### config.mk
export PLATFORM = sky130hd
export DESIGN_NAME = frame_pattern_gen
export DESIGN_NICKNAME = d
export VERILOG_FILES = /design/src/rtl/frame_gen_pkg.sv /design/src/rtl/frame_pattern_gen_edge_detect.sv /design/src/rtl/frame_pattern_gen.sv
export SDC_FILE = /design/constraint.sdc
export NUM_CORES = 1
export LEC_CHECK = 0
export BUFFER_PORTS_ARGS = -buffer_cell sky130_fd_sc_hd__buf_2
export CORE_UTILIZATION = 25
export CTS_CLUSTER_DIAMETER = 50
export DETAILED_ROUTE_END_ITERATION = 7
export GPL_TIMING_DRIVEN = 1
export PLACE_DENSITY = 0.37
export SLEW_MARGIN = 0
export SYNTH_ARGS = -nofsm -noshare
export SYNTH_HDL_FRONTEND = slang
export SYNTH_SLANG_ARGS = --single-unit
### constraint.sdc
create_clock -name clk -period 3.8 [get_ports clk]
set_input_delay 0.38 -clock clk [delete_from_list [all_inputs] [get_ports clk]]
set_output_delay 0.38 -clock clk [all_outputs]
set_load 0.02 [all_outputs]
### src/rtl/frame_gen_pkg.sv
// Shared constants and elaboration-time helpers for the frame pattern generator.
package frame_gen_pkg;

  localparam int COORD_W = 16;

  localparam logic [1:0] PAT_HGRAD = 2'd0;
  localparam logic [1:0] PAT_VGRAD = 2'd1;
  localparam logic [1:0] PAT_BARS  = 2'd2;
  localparam logic [1:0] PAT_CHECK = 2'd3;

  // Evenly spaced bar level from 0 to full scale; only ever evaluated as a constant.
  function automatic logic [63:0] bar_level(input int idx, input int count, input int width);
    logic [63:0] full;
    full = (64'd1 << width) - 64'd1;
    return (64'(idx) * full) / 64'(count - 1);
  endfunction

endpackage

### src/rtl/frame_pattern_gen_edge_detect.sv
// Single-bit edge detector: registers the input and flags rising/falling transitions.
module edge_detect (
  input  logic clk,
  input  logic rst_n,
  input  logic sig_i,
  output logic rise_o,
  output logic fall_o
);

  logic prev_q;
  logic primed_q;

  always_ff @(posedge clk or negedge rst_n) begin
    if (!rst_n) begin
      prev_q   <= 1'b0;
      primed_q <= 1'b0;
    end else begin
      prev_q   <= sig_i;
      primed_q <= 1'b1;
    end
  end

  // No edges until one real sample exists, so a level already high at reset release is not a rise.
  assign rise_o = primed_q & sig_i & ~prev_q;
  assign fall_o = primed_q & ~sig_i & prev_q;

endmodule

### src/rtl/frame_pattern_gen.sv
// Tracks pixel/line coordinates from fval/lval/dval, emits a test pattern one cycle later,
// and keeps sticky geometry and protocol error flags.
module frame_pattern_gen
  import frame_gen_pkg::*;
#(
  parameter int PIX_WIDTH   = 8,
  parameter int H_ACTIVE    = 640,
  parameter int V_ACTIVE    = 480,
  parameter int BAR_COUNT   = 8,
  parameter int CHECK_SHIFT = 5
) (
  input  logic                 clk,
  input  logic                 rst_n,
  input  logic                 fval_in,
  input  logic                 lval_in,
  input  logic                 dval_in,
  input  logic [1:0]           pattern_sel,
  input  logic                 err_clr,
  output logic                 fval_out,
  output logic                 lval_out,
  output logic                 dval_out,
  output logic [PIX_WIDTH-1:0] pixel_out,
  output logic [COORD_W-1:0]   x_out,
  output logic [COORD_W-1:0]   y_out,
  output logic [COORD_W-1:0]   frame_cnt,
  output logic                 line_err,
  output logic                 frame_err,
  output logic                 protocol_err
);

  localparam int BAR_W  = H_ACTIVE / BAR_COUNT;
  localparam int BCNT_W = $clog2(BAR_W + 1);
  localparam int BIDX_W = $clog2(BAR_COUNT);

  localparam logic [BCNT_W-1:0]  BAR_LAST = BCNT_W'(BAR_W - 1);
  localparam logic [BIDX_W-1:0]  BAR_MAX  = BIDX_W'(BAR_COUNT - 1);
  localparam logic [COORD_W-1:0] H_EXP    = COORD_W'(H_ACTIVE);
  localparam logic [COORD_W-1:0] V_EXP    = COORD_W'(V_ACTIVE);

  function automatic logic [COORD_W-1:0] sat_inc(input logic [COORD_W-1:0] v);
    return (v == '1) ? v : v + COORD_W'(1);
  endfunction

  logic [PIX_WIDTH-1:0] bar_lut [BAR_COUNT];

  for (genvar g = 0; g < BAR_COUNT; g++) begin : g_bar_lut
    localparam logic [63:0] LVL = bar_level(g, BAR_COUNT, PIX_WIDTH);
    assign bar_lut[g] = LVL[PIX_WIDTH-1:0];
  end

  // Line edges are qualified by fval so that a frame end also closes any open line.
  logic lval_gated;
  logic fval_rise, fval_fall, lval_rise, lval_fall;

  assign lval_gated = lval_in & fval_in;

  edge_detect u_fval_edge (
    .clk    (clk),
    .rst_n  (rst_n),
    .sig_i  (fval_in),
    .rise_o (fval_rise),
    .fall_o (fval_fall)
  );

  edge_detect u_lval_edge (
    .clk    (clk),
    .rst_n  (rst_n),
    .sig_i  (lval_gated),
    .rise_o (lval_rise),
    .fall_o (lval_fall)
  );

  logic                 armed_q, armed_d;
  logic [1:0]           pat_q, pat_d;
  logic [COORD_W-1:0]   x_q, x_d;
  logic [COORD_W-1:0]   y_q, y_d;
  logic [BCNT_W-1:0]    bcnt_q, bcnt_d;
  logic [BIDX_W-1:0]    bidx_q, bidx_d;
  logic [COORD_W-1:0]   fcnt_q, fcnt_d;
  logic                 line_err_q, line_err_d;
  logic                 frame_err_q, frame_err_d;
  logic                 proto_err_q, proto_err_d;
  logic                 fval_out_q, fval_out_d;
  logic                 lval_out_q, lval_out_d;
  logic                 dval_out_q, dval_out_d;
  logic [PIX_WIDTH-1:0] pix_q, pix_d;
  logic [COORD_W-1:0]   x_out_q, x_out_d;
  logic [COORD_W-1:0]   y_out_q, y_out_d;

  logic                 armed_eff;
  logic [1:0]           pat_eff;
  logic [COORD_W-1:0]   x_eff, y_eff;
  logic [BCNT_W-1:0]    bcnt_eff;
  logic [BIDX_W-1:0]    bidx_eff;
  logic                 pix_v, proto_ev, line_end, frame_end;
  logic                 line_set, frame_set;
  logic [PIX_WIDTH-1:0] pattern;

  always_comb begin
    // Same-cycle frame/line starts take effect on the pixel presented in that cycle.
    armed_eff = armed_q | fval_rise;
    pat_eff   = fval_rise ? pattern_sel : pat_q;
    y_eff     = fval_rise ? '0 : y_q;
    x_eff     = lval_rise ? '0 : x_q;
    bcnt_eff  = lval_rise ? '0 : bcnt_q;
    bidx_eff  = lval_rise ? '0 : bidx_q;

    pix_v     = armed_eff & dval_in & lval_in & fval_in;
    proto_ev  = armed_eff & ((dval_in & ~lval_in) | (lval_in & ~fval_in));
    line_end  = armed_q & lval_fall;
    frame_end = armed_q & fval_fall;

    armed_d = armed_eff;
    pat_d   = pat_eff;
    x_d     = x_eff;
    bcnt_d  = bcnt_eff;
    bidx_d  = bidx_eff;
    if (pix_v) begin
      x_d = sat_inc(x_eff);
      if (bcnt_eff == BAR_LAST) begin
        bcnt_d = '0;
        if (bidx_eff != BAR_MAX) bidx_d = bidx_eff + BIDX_W'(1);
      end else begin
        bcnt_d = bcnt_eff + BCNT_W'(1);
      end
    end

    // x equals the line's valid-pixel count once the line has closed.
    y_d = y_eff;
    if (line_end && x_eff != '0) y_d = sat_inc(y_eff);
    line_set  = line_end & (x_eff != H_EXP);
    frame_set = frame_end & (y_d != V_EXP);
    fcnt_d    = frame_end ? fcnt_q + COORD_W'(1) : fcnt_q;

    line_err_d  = line_set | (line_err_q & ~err_clr);
    frame_err_d = frame_set | (frame_err_q & ~err_clr);
    proto_err_d = proto_ev | (proto_err_q & ~err_clr);

    pattern = '0;
    case (pat_eff)
      PAT_HGRAD: pattern = PIX_WIDTH'(x_eff + fcnt_q);
      PAT_VGRAD: pattern = PIX_WIDTH'(y_eff);
      PAT_BARS:  pattern = bar_lut[bidx_eff];
      PAT_CHECK: pattern = {PIX_WIDTH{x_eff[CHECK_SHIFT] ^ y_eff[CHECK_SHIFT]}};
      default:   pattern = '0;
    endcase

    fval_out_d = armed_eff & fval_in;
    lval_out_d = armed_eff & lval_in & fval_in;
    dval_out_d = pix_v;
    pix_d      = pix_v ? pattern : '0;
    x_out_d    = armed_eff ? x_eff : '0;
    y_out_d    = armed_eff ? y_eff : '0;
  end

  always_ff @(posedge clk or negedge rst_n) begin
    if (!rst_n) begin
      armed_q     <= 1'b0;
      pat_q       <= '0;
      x_q         <= '0;
      y_q         <= '0;
      bcnt_q      <= '0;
      bidx_q      <= '0;
      fcnt_q      <= '0;
      line_err_q  <= 1'b0;
      frame_err_q <= 1'b0;
      proto_err_q <= 1'b0;
      fval_out_q  <= 1'b0;
      lval_out_q  <= 1'b0;
      dval_out_q  <= 1'b0;
      pix_q       <= '0;
      x_out_q     <= '0;
      y_out_q     <= '0;
    end else begin
      armed_q     <= armed_d;
      pat_q       <= pat_d;
      x_q         <= x_d;
      y_q         <= y_d;
      bcnt_q      <= bcnt_d;
      bidx_q      <= bidx_d;
      fcnt_q      <= fcnt_d;
      line_err_q  <= line_err_d;
      frame_err_q <= frame_err_d;
      proto_err_q <= proto_err_d;
      fval_out_q  <= fval_out_d;
      lval_out_q  <= lval_out_d;
      dval_out_q  <= dval_out_d;
      pix_q       <= pix_d;
      x_out_q     <= x_out_d;
      y_out_q     <= y_out_d;
    end
  end

  assign fval_out     = fval_out_q;
  assign lval_out     = lval_out_q;
  assign dval_out     = dval_out_q;
  assign pixel_out    = pix_q;
  assign x_out        = x_out_q;
  assign y_out        = y_out_q;
  assign frame_cnt    = fcnt_q;
  assign line_err     = line_err_q;
  assign frame_err    = frame_err_q;
  assign protocol_err = proto_err_q;

endmodule

Yosys cells after proc, flatten, opt, wreduce, memory -nomap -nowiden:

Memories as Yosys holds them, arrays and structs flattened.
Cells that the tools add are included.

* flip-flop bits (word level): 110
* latch bits: 0
* memory bits (writable): 0
* ROM bits: 64
* input port bits: 8
* output and inout port bits: 62
* word-level logic and storage cells: 97
* memories: 1

Memories
* (name not given): words 8, bits a word 8, read ports 1, clocked after Yosys merged registers in 0, write ports 0, line frame_pattern_gen.sv:143 `PAT_BARS: pattern = bar_lut[bidx_eff];`

* add/subtract/negate cells: 6
* multipliers: 0
* divide/modulo/power cells: 0
* $lt $le $gt $ge: 1
* eq/ne operators: 9
* shift operators: 0
* muxes and demuxes: 20
* bitwise gates (word level): 38
* reductions and logical operators: 3

Operators with widths (number)
* 2-to-1 mux 16 bit: 8
* adder 16 x 1 -> 16 bit (second input constant): 3
* == test 16 bit (second input constant): 2
* case mux 8 bit (4 select lines): 1
* AND 1 bit: 25
* 2-to-1 mux 8 bit: 3
* 2-to-1 mux 7 bit: 3
* inequality test 16 x 10 -> 1 bit (second input constant): 1
* inequality test 16 x 9 -> 1 bit (second input constant): 1
* nonzero test 16 bit: 1
* 2-to-1 mux 3 bit: 4
* adder 8 bit: 1
* adder 7 x 1 -> 7 bit (second input constant): 1
* == test 7 bit (second input constant): 1
* NOT 1 bit: 6
* bitwise OR 1 bit: 5
* == test 2 bit (second input constant): 2
* greater-or-equal comparator 4 bit (second input constant): 1
* NOT 3 -> 4 bit: 1
* adder 3 x 1 -> 3 bit (second input constant): 1
* inequality test 3 bit (second input constant): 1
* == test 2 x 1 -> 1 bit (second input constant): 1
* zero test 2 bit: 1
* 2-to-1 mux 2 bit: 1
* 2 further kinds: 2

Logic depth before layout (Yosys ltp):

* depth after elaboration: 10
* depth in mapped cells: 14
* gate-level depth less buffers: 11

By module:

From an unflattened synthesis, not the netlist that was laid out.

* cell total of the unflattened synthesis: 497
* area, all modules: 5235.0 um2

Modules (own cells, without submodules)
* frame_pattern_gen: times used 1, cells each 487, area each 5092.4 um2, seq. area each 2677.6 um2
* edge_detect: times used 2, cells each 5, area each 71.3 um2, seq. area each 50.0 um2

Least setup slack after synthesis:

Ideal clock, no wire load.

* path kind: reg-to-reg
* start point: register u_lval_edge.primed_q
* end point: register frame_err_q, in the netlist frame_err
* setup time: 0.136 ns
* arrival: 3.078 ns
* data required time: 3.664 ns
* setup slack: 0.586 ns
* cell stages (with the launch flop): 14
* path buffers: 3
* clock period less this slack: 3.214 ns
* cells stage by stage: dfrtp_1 > nand4b_1 > clkbuf_1 > clkbuf_1 > nand2_1 > ha_1 > nor4b_1 > nand4bb_1 > and2_0 > clkbuf_1 > o211a_1 > mux2_1 > a2111oi_0 > a31oi_1

* cells in the longest elaborated chain, start to end: 9
* elaborated cells between the ends (all ways): 21
* those cells by class: add/sub (1); eq/ne (2); mux (4); bitwise (12); reduce/logical (2)

Ends and longest elaborated chain
* start: declaration: line frame_pattern_gen_edge_detect.sv:11 `logic primed_q;`
* start signal: assignment: line frame_pattern_gen_edge_detect.sv:16 `primed_q <= 1'b0;`
* start signal: assignment: line frame_pattern_gen_edge_detect.sv:19 `primed_q <= 1'b1;`
* AND 1 bit (2 in a row)
* 2-to-1 mux 16 bit, on equally long branches
* adder 16 x 1 -> 16 bit, or another cell as far along
* 2-to-1 mux 16 bit or logical AND 1 bit (tied branches)
* 2-to-1 mux 16 bit: line frame_pattern_gen.sv:130 `if (line_end && x_eff != '0) y_d = sat_inc(y_eff);`
* inequality test 16 x 9 -> 1 bit: line frame_pattern_gen.sv:132 `frame_set = frame_end & (y_d != V_EXP);`
* AND 1 bit (*): line frame_pattern_gen.sv:132
* bitwise OR 1 bit (*): line frame_pattern_gen.sv:136 `frame_err_d = frame_set | (frame_err_q & ~err_clr);`
* via frame_err_d: line frame_pattern_gen.sv:81 `logic frame_err_q, frame_err_d;`
* end signal: assignment: line frame_pattern_gen.sv:183 `frame_err_q <= frame_err_d;`
* end: declaration: line frame_pattern_gen.sv:81

The timed path passes the listed nets; every way through them passes the cells marked *.
A chain may end at the register's enable or synchronous reset.

Worst setup path after layout:

Ends and elaborated chain as after synthesis.

==> results.py <==
metrics = {
    "yosys": {
        "synth.distinct_cells": 55,
        "netlist_instances": 485,
        "async_flop_share_pct": 100,
        "ys_ff_latch": 110,
        "syn_area_per_cell_um2": 10.5,
        "syn_nets": 507,
        "synth_area_leaders": "dfrtp_1 (54%), xnor2_1 (5.5%), and3_1 (4.1%), nand2_1 (4.0%), xor2_1 (3.8%)",
        "seq_area_frac_synth_pct": 54.3,
        "synth_edf_count": 0,
        "netlist.area_leader.share_pct": 54.3,
        "yosysWarnings": 0,
        "synth_flop_cell": "dfrtp_1",
        "yosys.area.top_type": "dfrtp_1",
        "synth.cell_area_um2": 5070,
    },
    "setup_path": {
        "cp_data_required_time_ps": 4030,
        "crit_buf_inv": 0,
        "start_kind": "flop",
        "cp_max_fo": 8,
        "crit_slowest_cell": "dfrtp_1",
        "worstPathCellList": "nand4b_1, nand2_1, ha_1, nor4b_1, nand4bb_1, and2_0, o211a_1, mux2_1, a2111oi_0, a31oi_1",
        "crit_type": "flop to flop",
        "crit_path_end_kind": "flop",
        "cp.arrival_ps": 3220,
        "cpLargestDelayFamily": "simple AND/OR/NAND/NOR gates",
        "cp_slowest_stage_delay_ps": 440,
    },
    "timing": {
        "min_period_over_period_pct": 78.6,
        "skew_ps": 6.86,
        "fin_ws_ps": 814,
        "post-route-min-period_ps": 2990,
        "fmax_mhz": 335,
        "setup_violations": 0,
        "rsz0062_at_grt": "no",
        "finalSetupTns_ps": 0,
        "slew_headroom_pct": 30.0,
        "final-hold-violation-count": 0,
        "tightestPinTransition_ps": 1050,
        "slew_viol_final": 0,
    },
    "die": {
        "die_area_um2": 20900,
        "std_cell_rows": 51,
        "core_area_um2": 19700,
        "die_x_um": 144,
        "start_util_pct": 25.8,
        "io_pins": 70,
        "die_y_um": 144,
    },
    "grt": {
        "grtUsageTotal_pct": 13.1,
        "grt_first_pass_wirelength_um": 20600,
        "antenna_found_initial": 0,
        "grt-ovfl-total": 0,
        "grt_max_degree": 74,
        "grt_pass1_vias": 3730,
    },
    "drt": {
        "drtIter0Drc": 246,
        "firstDrtPassIters": 4,
        "wl_um": 12800,
        "routedWlPerCell_um": 15.4,
        "avgViaCountPerCell": 4.47,
        "vias": 3698,
        "drc": 0,
        "drt.antenna.violating_nets": 0,
    },
    "clock_tree": {
        "cts.repair.resized": 0,
        "cts_buffer_depth": 2,
        "clk_pin_slew_worst_paths_ps": 70,
        "clk_latency_ps": 360,
        "cts_sinks": 110,
        "cts_buffers": 9,
        "cts_tree": "done",
        "root_buffer": "clkbuf_16",
        "post_cts_buffers": 0,
        "holdBufCountCts": 0,
        "ctsHtreeMaxLevel": 3,
    },
    "placed_design": {
        "gp_congestion": 0.760,
        "hpwl_um": 9190,
        "place_ws_ps": 735,
        "port_buffers": 69,
        "placed_cells": 812,
        "placed_area_um2": 5750,
    },
    "final_layout": {
        "fin_cells": 828,
        "nFillCells": 2054,
        "final_common_cell": "dfrtp_1",
        "final_cell_mix": "dfrtp_1 (110), buf_2 (68), nand2_1 (54)",
        "drive_gt1_share_pct": 17.6,
        "final_nets": 580,
        "areaGrowthSynthToFinish_pct": 19.6,
        "diodes": 0,
        "fin_area_um2": 6060,
    },
    "pwr": {
        "vdd_ir_drop_max_mv": 0.210,
        "powerDensity_nw_per_um2": 465,
        "cellLeakagePower_nw": 3.09,
    },
    "run_status": {
        "status": "finished, final reports clean",
    },
    "hold_path": {
        "hold_class": "primary input to async pin",
    },
    "job": {
        "drv_cap": 0,
    },
}
## Yosys cell counts, drive strengths merged (2+ instances only)
master and n:
xor2 22, inv 22, buf 2, dfrtp 110, nor2 46, nand4b 2, nor4 5, nand2 54
a221oi 6, nor2b 7, mux2 4, a311oi 2, mux2i 2, ha 13, nand3b 2, nor3b 3
and2 8, clkbuf 12, and3 33, nand3 26, nor3 12, nand4 10, nor4b 2, and4 4
a21o 4, xnor2 32, o21ai 7, a31oi 3, or4 4, a21oi 7
## layer usage
metal | vias to the layer above | global-route usage, % | wire, um
met4 | 0 | 5.48 | 205
met2 | 61 | 20.5 | 5820
li1 | 1826 | - | -
met3 | 13 | 2.05 | 378
met5 | - | 0 | 0
met1 | 1798 | 17.9 | 6370
## sequential cells by signal, summed over array words and instances, names as in the netlist
name	flops
frame_cnt	16
x_out	16
x_q	16
y_out	16
y_q	16
pixel_out	8
bcnt_q	7
bidx_q	3
pat_q	2
armed_q	1
dval_out	1
frame_err	1
fval_out	1
line_err	1
lval_out	1
protocol_err	1
u_fval_edge.prev_q	1
u_lval_edge.prev_q	1
u_lval_edge.primed_q	1
## final timing paths
| kind | start | end | slack, ps | cells after the start |
|---|---|---|---|---|
| setup / recovery | u_lval_edge.primed_q | frame_err | 810 | 10 |
| hold / removal | rst_n | y_out[7] | 190 | 1 |
| setup reg to reg | u_lval_edge.primed_q | frame_err | 810 | 10 |
| hold reg to reg | frame_cnt[15] | frame_cnt[15] | 470 | 1 |
| max in group asynchronous | rst_n | x_q[0] | 2870 | 2 |
| min in group clk | fval_in | u_fval_edge.prev_q | 210 | 1 |
## through the flow
step,total power (W),util (%),hold WS (ps)
after global placement,0.00182,29.3,459
after CTS,0.00287,30.9,200
after floorplan,0.00164,-,84.4
after detailed placement,0.00182,29.3,463
final,0.00282,30.9,186
after global routing,0.00297,30.9,208
## cells by family (layout without fill, tap and decap cells)
kind of cell | Yosys count | count (layout) | share of synthesized area, %
buffers and inverters | 36 | 114 | 2.96
and+or+nand+nor | 222 | 222 | 22.6
muxes | 6 | 6 | 1.28
adders and majority gates | 14 | 14 | 3.60
AOI/OAI and AO/OA | 42 | 42 | 5.87
DFF | 110 | 110 | 54.3
other | 1 | 1 | 0.0739
xor gates and xnor gates | 54 | 54 | 9.32
## power breakdown
group | switching (W) | internal, W
logic | 0.000290 | 0.000172
clock network | 0.000456 | 0.000578
registers | 0.0000764 | 0.00125
## final cells by class
type | count | area, um^2 | area share, %
clock inverter | 6 | 86.3 | 1.42
sequential | 110 | 2750 | 45.4
clock buffer | 10 | 229 | 3.78
timing repair buffer | 76 | 413 | 6.81
multi-input combinational | 339 | 2170 | 35.8
inverter | 22 | 82.6 | 1.36
tap | 265 | 332 | 5.47
Power figures use the tool's default switching activity.
